$ cat src/rtl/branch_redirect_ctrl_pkg.sv
// Shared types and constants for the control-flow redirect sequencer.
package branch_ctrl_pkg;

    localparam int unsigned PC_W_DEF  = 9;
    localparam int unsigned CNT_W_DEF = 32;
    localparam int unsigned BRPC_W    = 32;

    typedef enum logic [1:0] {
        ST_IDLE    = 2'd0,
        ST_PENDING = 2'd1,
        ST_SHADOW  = 2'd2
    } state_e;

    // Word-aligned targets have both low address bits clear.
    function automatic logic target_misaligned(input logic [1:0] lo_bits);
        return |lo_bits;
    endfunction

endpackage

$ cat src/rtl/branch_redirect_ctrl_if.sv
// EX-side decision inputs and PC/flush control outputs of the redirect sequencer.
interface branch_redirect_ctrl_if
    import branch_ctrl_pkg::*;
#(
    parameter int unsigned PC_W  = PC_W_DEF,
    parameter int unsigned CNT_W = CNT_W_DEF
);
    logic                ex_valid;
    logic                ex_is_cf;
    logic                ex_pcsel;
    logic [BRPC_W-1:0]   ex_brpc;
    logic                stall_in;
    logic                freeze;

    logic                pc_sel;
    logic [PC_W-1:0]     pc_target;
    logic                pc_we;
    logic                flush_ifid;
    logic                flush_idex;
    logic                redirect_busy;
    logic                misalign;
    logic [CNT_W-1:0]    cnt_branch;
    logic [CNT_W-1:0]    cnt_taken;

    // Pipeline side: drives the EX decision and hazard inputs.
    modport master (
        output ex_valid, ex_is_cf, ex_pcsel, ex_brpc, stall_in, freeze,
        input  pc_sel, pc_target, pc_we, flush_ifid, flush_idex,
               redirect_busy, misalign, cnt_branch, cnt_taken
    );

    // Sequencer side.
    modport slave (
        input  ex_valid, ex_is_cf, ex_pcsel, ex_brpc, stall_in, freeze,
        output pc_sel, pc_target, pc_we, flush_ifid, flush_idex,
               redirect_busy, misalign, cnt_branch, cnt_taken
    );

endinterface

$ cat src/rtl/branch_redirect_ctrl_perf_counter.sv
// Wrapping event counter with increment enable and synchronous reset.
module br_perf_counter #(
    parameter int unsigned CNT_W = 32
) (
    input  logic             clk,
    input  logic             reset,
    input  logic             inc_i,
    output logic [CNT_W-1:0] cnt_o
);

    logic [CNT_W-1:0] cnt_q;
    logic [CNT_W-1:0] cnt_d;

    always_comb begin
        cnt_d = cnt_q;
        if (inc_i) begin
            cnt_d = cnt_q + CNT_W'(1);
        end
    end

    always_ff @(posedge clk) begin
        if (reset) begin
            cnt_q <= '0;
        end else begin
            cnt_q <= cnt_d;
        end
    end

    assign cnt_o = cnt_q;

endmodule

$ cat src/rtl/branch_redirect_ctrl.sv
// Sequences EX-stage redirects into PC mux/write-enable and pipeline flushes,
// deferring across freezes and masking the flushed shadow slot.
module branch_redirect_ctrl
    import branch_ctrl_pkg::*;
#(
    parameter int unsigned PC_W  = PC_W_DEF,
    parameter int unsigned CNT_W = CNT_W_DEF
) (
    input  logic                  clk,
    input  logic                  reset,
    branch_redirect_ctrl_if.slave bus
);

    state_e          state_q;
    state_e          state_d;
    logic [PC_W-1:0] pend_q;
    logic [PC_W-1:0] pend_d;

    logic            take_c;
    logic            issue_c;
    logic [PC_W-1:0] issue_tgt_c;
    logic            busy_c;
    logic            cnt_br_inc_c;

    // Only the low PC_W target bits reach the PC register.
    logic            unused_brpc_hi;
    assign unused_brpc_hi = ^bus.ex_brpc[BRPC_W-1:PC_W];

    assign take_c = bus.ex_valid & bus.ex_pcsel;

    always_ff @(posedge clk) begin
        if (reset) begin
            state_q <= ST_IDLE;
            pend_q  <= '0;
        end else begin
            state_q <= state_d;
            pend_q  <= pend_d;
        end
    end

    always_comb begin
        state_d      = state_q;
        pend_d       = pend_q;
        issue_c      = 1'b0;
        issue_tgt_c  = '0;
        busy_c       = 1'b0;
        cnt_br_inc_c = 1'b0;

        unique case (state_q)
            ST_IDLE: begin
                // A frozen not-taken branch waits for the freeze to drop before it counts.
                cnt_br_inc_c = bus.ex_valid & bus.ex_is_cf & (~bus.freeze | bus.ex_pcsel);
                if (take_c) begin
                    if (bus.freeze) begin
                        pend_d  = bus.ex_brpc[PC_W-1:0];
                        state_d = ST_PENDING;
                    end else begin
                        issue_c     = 1'b1;
                        issue_tgt_c = bus.ex_brpc[PC_W-1:0];
                        state_d     = ST_SHADOW;
                    end
                end
            end
            ST_PENDING: begin
                busy_c = 1'b1;
                if (!bus.freeze) begin
                    issue_c     = 1'b1;
                    issue_tgt_c = pend_q;
                    state_d     = ST_SHADOW;
                end
            end
            ST_SHADOW: begin
                if (!bus.freeze) begin
                    state_d = ST_IDLE;
                end
            end
            default: begin
                state_d = ST_IDLE;
            end
        endcase

        if (reset) begin
            state_d      = ST_IDLE;
            pend_d       = '0;
            issue_c      = 1'b0;
            issue_tgt_c  = '0;
            busy_c       = 1'b0;
            cnt_br_inc_c = 1'b0;
        end
    end

    // Redirect outputs are combinational so a taken branch redirects in its own cycle.
    always_comb begin
        bus.pc_sel        = issue_c;
        bus.pc_target     = issue_tgt_c;
        bus.flush_ifid    = issue_c;
        bus.flush_idex    = issue_c;
        bus.redirect_busy = busy_c;
        bus.misalign      = issue_c & target_misaligned(issue_tgt_c[1:0]);
        bus.pc_we         = 1'b0;
        if (!reset) begin
            bus.pc_we = issue_c | (~bus.stall_in & ~bus.freeze);
        end
    end

    br_perf_counter #(.CNT_W(CNT_W)) u_cnt_branch (
        .clk   (clk),
        .reset (reset),
        .inc_i (cnt_br_inc_c),
        .cnt_o (bus.cnt_branch)
    );

    br_perf_counter #(.CNT_W(CNT_W)) u_cnt_taken (
        .clk   (clk),
        .reset (reset),
        .inc_i (issue_c),
        .cnt_o (bus.cnt_taken)
    );

endmodule

$ cat src/flat_wrapper.sv
// flat-port wrapper written by rule: the top's interface ports become plain ports
module branch_redirect_ctrl_flat import branch_ctrl_pkg::*;
#(
    parameter int unsigned PC_W  = PC_W_DEF,
    parameter int unsigned CNT_W = CNT_W_DEF
)
  (clk, reset, bus_ex_valid, bus_ex_is_cf, bus_ex_pcsel, bus_ex_brpc, bus_stall_in, bus_freeze, bus_pc_sel, bus_pc_target, bus_pc_we, bus_flush_ifid, bus_flush_idex, bus_redirect_busy, bus_misalign, bus_cnt_branch, bus_cnt_taken);
  branch_redirect_ctrl_if #(.PC_W(PC_W), .CNT_W(CNT_W)) bus_i ();
  input  logic clk;
  input  logic reset;
  input wire logic [$bits(bus_i.ex_valid)-1:0] bus_ex_valid;
  input wire logic [$bits(bus_i.ex_is_cf)-1:0] bus_ex_is_cf;
  input wire logic [$bits(bus_i.ex_pcsel)-1:0] bus_ex_pcsel;
  input wire logic [$bits(bus_i.ex_brpc)-1:0] bus_ex_brpc;
  input wire logic [$bits(bus_i.stall_in)-1:0] bus_stall_in;
  input wire logic [$bits(bus_i.freeze)-1:0] bus_freeze;
  output wire logic [$bits(bus_i.pc_sel)-1:0] bus_pc_sel;
  output wire logic [$bits(bus_i.pc_target)-1:0] bus_pc_target;
  output wire logic [$bits(bus_i.pc_we)-1:0] bus_pc_we;
  output wire logic [$bits(bus_i.flush_ifid)-1:0] bus_flush_ifid;
  output wire logic [$bits(bus_i.flush_idex)-1:0] bus_flush_idex;
  output wire logic [$bits(bus_i.redirect_busy)-1:0] bus_redirect_busy;
  output wire logic [$bits(bus_i.misalign)-1:0] bus_misalign;
  output wire logic [$bits(bus_i.cnt_branch)-1:0] bus_cnt_branch;
  output wire logic [$bits(bus_i.cnt_taken)-1:0] bus_cnt_taken;
  assign bus_i.ex_valid = bus_ex_valid;
  assign bus_i.ex_is_cf = bus_ex_is_cf;
  assign bus_i.ex_pcsel = bus_ex_pcsel;
  assign bus_i.ex_brpc = bus_ex_brpc;
  assign bus_i.stall_in = bus_stall_in;
  assign bus_i.freeze = bus_freeze;
  assign bus_pc_sel = bus_i.pc_sel;
  assign bus_pc_target = bus_i.pc_target;
  assign bus_pc_we = bus_i.pc_we;
  assign bus_flush_ifid = bus_i.flush_ifid;
  assign bus_flush_idex = bus_i.flush_idex;
  assign bus_redirect_busy = bus_i.redirect_busy;
  assign bus_misalign = bus_i.misalign;
  assign bus_cnt_branch = bus_i.cnt_branch;
  assign bus_cnt_taken = bus_i.cnt_taken;
  branch_redirect_ctrl #(.PC_W(PC_W), .CNT_W(CNT_W)) u_core (.clk(clk), .reset(reset), .bus(bus_i));
endmodule
$ cat config.mk
export PLATFORM = sky130hd
export DESIGN_NAME = branch_redirect_ctrl_flat
export DESIGN_NICKNAME = d
export VERILOG_FILES = /design/src/rtl/branch_redirect_ctrl_pkg.sv /design/src/rtl/branch_redirect_ctrl_if.sv /design/src/rtl/branch_redirect_ctrl_perf_counter.sv /design/src/rtl/branch_redirect_ctrl.sv /design/src/flat_wrapper.sv
export SDC_FILE = /design/constraint.sdc
export NUM_CORES = 1
export LEC_CHECK = 0
export ABC_CLOCK_PERIOD_IN_PS = 5830
export CORE_ASPECT_RATIO = 0.5
export CORE_MARGIN = 1.5
export CORE_UTILIZATION = 53
export CTS_BUF_LIST = sky130_fd_sc_hd__clkbuf_2
export DETAILED_ROUTE_END_ITERATION = 8
export PLACE_DENSITY = 0.89
export SLEW_MARGIN = 10
export SYNTH_ARGS = -nofsm -noshare
export SYNTH_HDL_FRONTEND = slang
export SYNTH_SLANG_ARGS = --single-unit
export TNS_END_PERCENT = 5
$ cat constraint.sdc
create_clock -name clk -period 5.83 [get_ports clk]
set_clock_uncertainty 0.1 [all_clocks]
set_input_delay 0.8745 -clock clk [delete_from_list [all_inputs] [get_ports clk]]
set_output_delay 0.8745 -clock clk [all_outputs]
set_load 0.01 [all_outputs]
# --- Word level (Yosys, flattened, before mapping) ---
# Cells that the tools add are included.
totals:
  ff_bits: 75
  input_bits: 39
  output_inout_bits: 79
classes:
  n_mux: 19
  reduce_logical: 4
  n_bitwise: 9
  eq_ne: 5
  n_addsub: 2
ops:
  columns: ["op", "n"]
  rows:
  - ["adder 32 x 1 -> 32 bit (second input constant)", 2]
  - ["2-to-1 mux 9 bit", 4]
  - ["one-hot mux 9 bit (2 select lines)", 1]
  - ["2-to-1 mux 1 bit", 8]
  - ["2-to-1 mux 2 bit", 4]
  - ["one-hot mux 2 bit (3 select lines)", 1]
  - ["AND reduction 3 bit", 2]
  - ["AND 1 bit", 5]
  - ["!= test 2 bit (second input constant)", 2]
  - ["== test 2 x 1 -> 1 bit (second input constant)", 1]
  - ["== test 2 bit (second input constant)", 1]
  - ["logical NOT 2 bit", 1]
  - ["!= test 2 x 1 -> 1 bit (second input constant)", 1]
  - ["NOT 1 bit", 2]
  - ["bitwise OR 1 bit", 2]
  - ["one-hot mux 1 bit (2 select lines)", 1]
  - ["OR reduction 2 bit", 1]

# --- Longest topological paths before layout ---
# Gate-level depths: netlist of the first run.
logic_depth:
  ltp_word: 6
  mapped_depth: 6

# --- Hierarchy ---
# A second synthesis of the first run with hierarchy kept.
hier_totals:
  cells_unflattened: 445
  area_unflattened_um2: 3828.7
by_module_without_submodules:
  columns: ["module", "seq_area_each_um2", "area_each_um2", "cells_per_inst", "instances"]
  rows:
  - ["br_perf_counter", 640.6, 1564.0, 181, 2]
  - ["branch_redirect_ctrl", 220.2, 700.7, 83, 1]

# --- Least setup slack after synthesis of the first run ---
# Ideal clock, no wire load.
synth_timing:
  path_kind: "input-to-output"
  start: "in reset"
  end: "out bus_flush_ifid"
  n_path_buf: 5
  cell_stages: 6
  t_arrival_ns: 2.146
  t_required_ns: 4.856
  slack_ns: 2.710
  cell_sequence: "clkbuf_1 > buf_2 > buf_2 > buf_1 > nor2_1 > buf_4"
synth_via:
  elab_chain_cells: 1
synth_lines:
  columns: ["item", "line", "rtl"]
  rows:
  - ["start: declaration", "flat_wrapper.sv:10", "input logic reset;"]
  - ["2-to-1 mux 1 bit", "branch_redirect_ctrl.sv:82", "if (reset) begin"]
  - ["end: declaration", "flat_wrapper.sv:20", "output wire logic [$bits(bus_i.flush_ifid)-1:0] bus_flush_ifid;"]
# No other way between the ends.

# --- Worst setup path in the final report of the first run ---
layout_timing:
  start: "in bus_freeze"
  end: "out bus_pc_target[7]"
layout_via:
  elab_chain_cells: 4
  word_cells_on_any_way: 5
  cone_classes: "5 x mux"
layout_lines:
  columns: ["item", "line", "rtl"]
  rows:
  - ["start: declaration", "flat_wrapper.sv:16", "input wire logic [$bits(bus_i.freeze)-1:0] bus_freeze;"]
  - ["2-to-1 mux 9 bit", "branch_redirect_ctrl.sv:54", "if (bus.freeze) begin"]
  - ["2-to-1 mux 9 bit", "branch_redirect_ctrl.sv:53", "if (take_c) begin"]
  - ["one-hot mux 9 bit (2 select lines) (*)", "branch_redirect_ctrl.sv:49", "unique case (state_q)"]
  - ["2-to-1 mux 9 bit (*)", "branch_redirect_ctrl.sv:82", null]
  - ["end: declaration", "flat_wrapper.sv:18", "output wire logic [$bits(bus_i.pc_target)-1:0] bus_pc_target;"]
# Every way passes the cells marked *; elsewhere a longest branch is shown, timed or not.

==> impl_summary.txt, run 1 <==
----------------------------------------------------
[Run status]
  Status ... finished clean

[Clocking]
  Post-cts resize count ... 0
  Clock network latency to the later pin of the worst-skew pair ... 0.53 ns
  Number of hold buffers added after CTS ... 0
  Root Buffer ... sky130_fd_sc_hd__clkbuf_2
  Setup Buffers After CTS ... 0
  Number of clock sinks ... 75
  Clock Path Buffers ... 2
  Post-CTS clock slew at the launch and capture registers of the worst setup and hold paths ... 0.18 ns
  CTS buffer count ... 9
  Clock tree from TritonCTS ... done
  H-Tree Depth ... 3

[Placement]
  Post-Place Worst Slack ... 1.645 ns
  Final RePlAce weighted congestion ... 0.8108
  Placed cell area ... 4808 sq um
  HPWL reported at the end of detailed placement ... 6.445 mm
  Buffers added on ports ... 94
  Placed cell count ... 600

[Final layout]
  Proportion of layout cells with a drive suffix above 1 ... 8.015%
  N_diodes ... 0
  Total of fill cells in the finished design ... 535
  NumNets Final ... 560
  Non-filler instance count after layout ... 616
  Post-route standard cell area excluding fillers ... between 4000 and 5000 sq um
  Commonest cells after routing, fill and taps aside ... 93 x sky130_fd_sc_hd__clkdlybuf4s50_1, 75 x sky130_fd_sc_hd__dfxtp_1, 43 x sky130_fd_sc_hd__nor2_1, 38 x sky130_fd_sc_hd__a21oi_1
  Most common library cell in the layout ignoring fill and taps ... sky130_fd_sc_hd__clkdlybuf4s50_1
  Relative area change from synthesis to final layout ... 26.87%

[Setup path]
  Crit path cell chain ... clkdlybuf4s50_1 -> nor3_1 -> a22o_1 -> clkdlybuf4s50_1
  Largest fanout of any net on the critical path ... 11
  Crit. End Element ... output pin
  Arr. time, crit path ... 3.18 ns
  Worst setup SP type ... primary input
  Worst stage delay on the critical path ... 0.90 ns
  Class of the most critical setup path ... in -> out
  Cell type with the highest occurrence count on the critical path ... sky130_fd_sc_hd__clkdlybuf4s50_1
  Critical-path top delay cell ... sky130_fd_sc_hd__nor3_1
  Worst path required time ... 4.86 ns

[Synth]
  Number of enable-type register cells in the synthesized netlist ... 0
  Syn Area/Cell ... 8.851 sq um
  Post-synth net total ... 485
  Largest cells by area after synthesis ... sky130_fd_sc_hd__dfxtp_1 38%, sky130_fd_sc_hd__o31ai_1 5.0%, sky130_fd_sc_hd__or4_1 5.0%
  Proportion of synthesized chip area in sequential cells ... 38.20%
  Number of synthesized register bits ... 75
  Cell area after synthesis ... 3930 sq um
  Post-synth top area cell ... sky130_fd_sc_hd__dfxtp_1
  Syn. warnings ... 0
  Synthesized netlist cell count ... approximately 440
  Area share of the largest cell type after synthesis ... a little under two fifths
  Synth async-reset ratio ... 0%
  Library cells used by synthesis ... 46
  Predominant post-synthesis flop cell ... sky130_fd_sc_hd__dfxtp_1

[Routing]
  Routed via count ... 3703
  1st-pass router iterations ... 5
  Routed length per instance ... 15.46 microns
  Routed WL ... 9.521 mm
  DRC errors left ... 0
  Initial detailed-routing violation count ... roughly 340
  Remaining antenna violation count after routing ... 0
  Via count normalized by instance count ... 6.011

[Min path]
  Path type of the worst min-delay path ... reg -> reg

[Floorplan]
  Die Y ... roughly 64 microns
  FP Rows ... 21
  Initial cell density of the core ... a little under three fifths
  Core box area ... 6937 sq um
  Boundary pin count ... 118
  Width of the die ... around 120 microns
  Total Die Area ... around 8000 sq um

[Global routing]
  Pin count of the biggest net entering global routing ... between 50 and 60
  Number of antenna violations at the first check in global routing ... 0
  Wire length of the first global-routing pass ... around 16 mm
  Global route total overflow ... 0
  Vias in the first global route ... 3337
  Aggregate global-route resource usage ... 23.81%

[Job]
  Number of violations of the max-capacitance limit ... 0

[Timing]
  Slew at the pin with the worst max-slew slack ... 1.020 ns
  Slew headroom ... 31.50%
  Shortest period the worst path allows ... 4.152 ns
  Final Max Slew Viols ... 0
  Fmax achieved ... between 200 and 250 MHz
  Setup repair after global routing missed its margin ... no
  Final setup slack of the worst path ... 1.678 ns
  Crit share post-route ... 71.21%
  Number of setup violations in the final report ... 0
  Total Neg Setup Slack ... 0 ns
  Final hold violation count ... 0

[Power]
  Static leakage ... 1.716 nW
  Power per cell area ... 198.3 nW/um^2
  Worst vdd ir ... 0.1030 mV

----------------------------------------------------
[state kept, by name, indices dropped and copies added, names as in the netlist]
register	count
u_core.u_cnt_branch.cnt_o	32
u_core.u_cnt_taken.cnt_o	32
u_core.pend_q	9
u_core.state_q	2
[worst paths after layout]
check	start	slack (ns)	depth (start not counted)	endpoint
worst max-delay path	bus_freeze	1.68	4	bus_pc_target[7]
worst max register to register	u_core.state_q[1]	3.47	4	u_core.u_cnt_branch.cnt_o[31]
worst min register to register	u_core.u_cnt_branch.cnt_o[1]	0.41	2	u_core.u_cnt_branch.cnt_o[1]
worst min-delay path	u_core.u_cnt_branch.cnt_o[1]	0.41	2	u_core.u_cnt_branch.cnt_o[1]
[routing by layer]
layer  vias to the layer above  routed length, microns  GRT usage, %
met3                        15                     469         5.109
li1                       1844                       -             -
met2                       114                    4429         40.66
met1                      1730                    4481         30.27
met5                         -                       0             0
met4                         0                     140         8.046
[synthesized netlist by cell type (all sizes together) (2+ instances only)]
master and number:
nor2 43, mux2i 10, o31ai 26, and4b 3, inv 6, a21oi 38, a22o 9, o21ai 9
and2 4, mux2 12, nand3 23, buf 23, nor3 5, and3 8, nor3b 2, dfxtp 75
and4bb 2, clkbuf 9, ha 2, nand2 18, or4 26, nor4 8, nand4 31, or3 9
xor2 16, and4 9, nor2b 11
[kinds of logic after synthesis]
logic type | after synthesis | synth area share [%]
xor gates and xnor gates | 16 | 3.566
AOI/OAI and AO/OA | 84 | 13.37
adders and majority gates | 2 | 0.6366
DFF | 75 | 38.20
and+or+nand+nor | 207 | 32.89
muxes | 22 | 5.985
buffers and inverters | 38 | 5.349
[area by class of cell]
type | instances | area [sq um] | share of cell area [%]
Inverter | 6 | 22.52 | 0.4517
Clock buffer | 10 | 50.05 | 1.004
Sequential cell | 75 | 1501 | 30.11
Clock inverter | 6 | 127.6 | 2.560
Timing Repair Buffer | 96 | 950.9 | 19.07
Tap cell | 92 | 115.1 | 2.309
Multi-Input combinational cell | 331 | 2218 | 44.49
[power breakdown]
| part | leakage (nW) | switching [W] | internal (W) |
|---|---|---|---|
| Clock | 0.101 | 0.000183 | 0.000227 |
| Combinational | 1.01 | 0.0000321 | 0.0000254 |
| Sequential | 0.605 | 0.00000373 | 0.000518 |
[critical path, delay by kind of cell]
| kind | cells | cell delay (ns) |
|---|---|---|
| AO/OA/AOI/OAI | 1 | 0.26 |
| buffers and inverters | 2 | 1.14 |
| AND/OR/NAND/NOR | 1 | 0.90 |
[stage by stage]
stage	total power (W)	util [%]	hold WS (ns)
global route	0.001020	71.88	0.4305
detailed placement	0.0005886	69.32	0.3823
floorplan	0.0005663	-	0.3638
CTS	0.0009952	71.88	0.4053
global placement	0.0005875	69.32	0.3748
finish	0.0009887	71.88	0.4098
(Power assumes the default switching activity.)
==> run 2, diff against run 1 <==
ABC_CLOCK_PERIOD_IN_PS = 3300   (was 5830)
CORE_UTILIZATION = 44   (was 53)
PLACE_DENSITY = 0.79   (was 0.89)
clock period = 3.3 ns   (was 5.83 ns; I/O delays follow)
==> impl_summary.txt, run 2 (synthesis gave the netlist of run 1 again) <==
----------------------------------------------------
[Min path]
  End point of the most critical hold path ... u_core.u_cnt_branch.cnt_o[5]
  Hold Path Origin ... reset
  Path type of the worst min-delay path ... in -> reg
  Hold path cells ... 3

[Final layout]
  Most common library cell in the layout ignoring fill and taps ... sky130_fd_sc_hd__clkdlybuf4s50_1
  NumNets Final ... about 570
  Total of fill cells in the finished design ... ~820
  Relative area change from synthesis to final layout ... 27.19%
  Proportion of layout cells with a drive suffix above 1 ... 9.416%
  Commonest cells after routing, fill and taps aside ... 93 x sky130_fd_sc_hd__clkdlybuf4s50_1, 75 x sky130_fd_sc_hd__dfxtp_1, 43 x sky130_fd_sc_hd__nor2_1, 38 x sky130_fd_sc_hd__a21oi_1
  N_diodes ... 0
  Area taken by multi-input logic gates ... 2218 sq um
  Non-filler instance count after layout ... approximately 650
  Area taken by flip-flops and latches ... approximately 1500 sq um

[Clocking]
  Post-CTS clock slew at the launch and capture registers of the worst setup and hold paths ... 0.20 ns
  Number of hold buffers added after CTS ... 0
  Post-cts resize count ... 0
  CTS buffer count ... 9
  Number of clock sinks ... 75
  Clock Path Buffers ... 2
  Clock network latency to the later pin of the worst-skew pair ... 0.55 ns
  Setup Buffers After CTS ... 0
  Clock tree from TritonCTS ... done
  Root Buffer ... sky130_fd_sc_hd__clkbuf_2
  H-Tree Depth ... 3

[Routing]
  Routed WL ... 9.570 mm
  Via count normalized by instance count ... 5.807
  Routed via count ... around 3800
  Initial detailed-routing violation count ... 211
  DRC errors left ... 0
  1st-pass router iterations ... 5
  Remaining antenna violation count after routing ... 0
  Routed length per instance ... 14.77 microns

[Power]
  Clock share of power ... between 30% and 40%
  Power spent charging and discharging nets ... a little under 0.0004 W
  Worst vdd ir ... 0.1664 mV
  Sequential fraction of design power ... 60.3%
  Static leakage ... about 1.7 nW
  Total power of the final layout ... 0.001529 W
  Proportion of total power due to net switching ... 25.77%
  Internal cell power ... 0.001135 W
  Power per cell area ... 305.9 nW/um^2
  Logic pwr share ... 6.9%

[Setup path]
  R2R Path End ... u_core.u_cnt_taken.cnt_o[31]
  Number of cell instances on the worst register-to-register path ... 4
  Arr. time, crit path ... 2.41 ns
  Worst reg2reg setup slack ... between 1 and 1.5 ns
  Crit. End Element ... output pin
  Startpoint of the most critical register-to-register path ... u_core.u_cnt_taken.cnt_o[2]
  Worst path required time ... 2.70 ns
  Class of the most critical setup path ... in -> out
  Worst setup SP type ... primary input
  Largest fanout of any net on the critical path ... 5

[Placement]
  Buffers added on ports ... 94
  HPWL reported at the end of detailed placement ... 6.609 mm
  Final RePlAce weighted congestion ... 0.8049
  Post-Place Worst Slack ... 0.2976 ns
  Placed cell count ... 632

[Floorplan]
  Core box area ... 8678 sq um
  Total Die Area ... 9543 sq um
  Initial cell density of the core ... 45.29%
  Width of the die ... between 100 and 150 microns
  Die Y ... 69.83 microns
  Boundary pin count ... 118
  FP Rows ... 24

[Timing]
  Total Neg Setup Slack ... 0 ns
  Number of setup violations in the final report ... 0
  Setup repair after global routing missed its margin ... no
  Slew headroom ... a little under three fifths
  Final setup slack of the worst path ... 0.2974 ns
  Fmax achieved ... 333.0 MHz
  Final hold violation count ... 0
  Shortest period the worst path allows ... 3.003 ns
  Slew at the pin with the worst max-slew slack ... about 0.65 ns
  Crit share post-route ... 90.99%
  Final Max Slew Viols ... 0

[Global routing]
  Number of antenna violations at the first check in global routing ... 0
  Vias in the first global route ... 3273
  Global route total overflow ... 0
  Aggregate global-route resource usage ... about a fifth
  Wire length of the first global-routing pass ... 15.60 mm
  Pin count of the biggest net entering global routing ... 39

[Run status]
  Status ... finished clean

[Job]
  Number of violations of the max-capacitance limit ... 0

----------------------------------------------------
## run 2: cell types whose count changed in the layout (fill, tap and decap cells not counted), sizes merged
cell	change
buf	+7
bufinv	-3
clkinv	+2
clkinvlp	+1
## run 2: how the worst max path moves through the flow
stage | start | to | slack [ns] | depth (start not counted)
finish | bus_ex_valid | bus_pc_sel | 0.30 | 5
floorplan | reset | bus_flush_ifid | 0.94 | 6
CTS | u_core.state_q[0] | bus_misalign | 0.25 | 6
global route | u_core.state_q[1] | bus_misalign | 0.07 | 6
detailed placement | bus_ex_valid | bus_pc_sel | 0.30 | 5
global placement | bus_ex_valid | bus_flush_idex | 0.35 | 5
## run 2: routing by layer
layer  vias up  wire length, microns  GRT usage (%)
met1      1791                  4518          26.88
met5         -                     0              0
met2       105                  4464          31.94
met3        18                   437          5.848
met4         0                   149          6.738
li1       1849                     -              -
## run 2: through the flow
step / hold WS, ns / util, % / instance area (sq um)
final: 0.3373 / 57.60 / 4999
after global routing: 0.3081 / 57.60 / 4999
after CTS: 0.2961 / 57.60 / 4999
after detailed placement: 0.3875 / 56.37 / 4892
after global placement: 0.3762 / 56.37 / 4892
after floorplan: 0.3638 / - / 3930
## run 2: layout make-up
| class | count | area share (%) |
|---|---|---|
| Clock buffer | 10 | 1.001 |
| Tap cell | 117 | 2.929 |
| Inverter | 6 | 0.4506 |
| Timing Repair Buffer | 103 | 20.08 |
| Sequential cell | 75 | 30.04 |
| Clock inverter | 6 | 1.126 |
| Multi-Input combinational cell | 331 | 44.38 |
## run 2: power by group through the flow
| stage | clock network (W) | registers (W) | logic (W) |
|---|---|---|---|
| 3_5_place_dp | 0 | 0.000940 | 0.000107 |
| 2_1_floorplan | 0 | 0.000939 | 0.0000613 |
| 6_report | 0.000501 | 0.000922 | 0.000106 |
| 5_1_grt | 0.000562 | 0.000924 | 0.000116 |
| 4_1_cts | 0.000520 | 0.000922 | 0.000107 |
| 3_3_place_gp | 0 | 0.000939 | 0.000105 |
## run 2: critical path: stages
cell and delay [ns]:
sky130_fd_sc_hd__clkdlybuf4s50_1 0.54, sky130_fd_sc_hd__a21oi_1 0.10, sky130_fd_sc_hd__or3_2 0.50, sky130_fd_sc_hd__nor2_1 0.20, sky130_fd_sc_hd__clkdlybuf4s50_1 0.58
==> run 3, diff against run 2 <==
CAP_MARGIN = 10   (was default)
TNS_END_PERCENT = 50   (was 5)
==> results of run 3 <==
No change in the layout: final DEF, timing and power equal those of run 2.
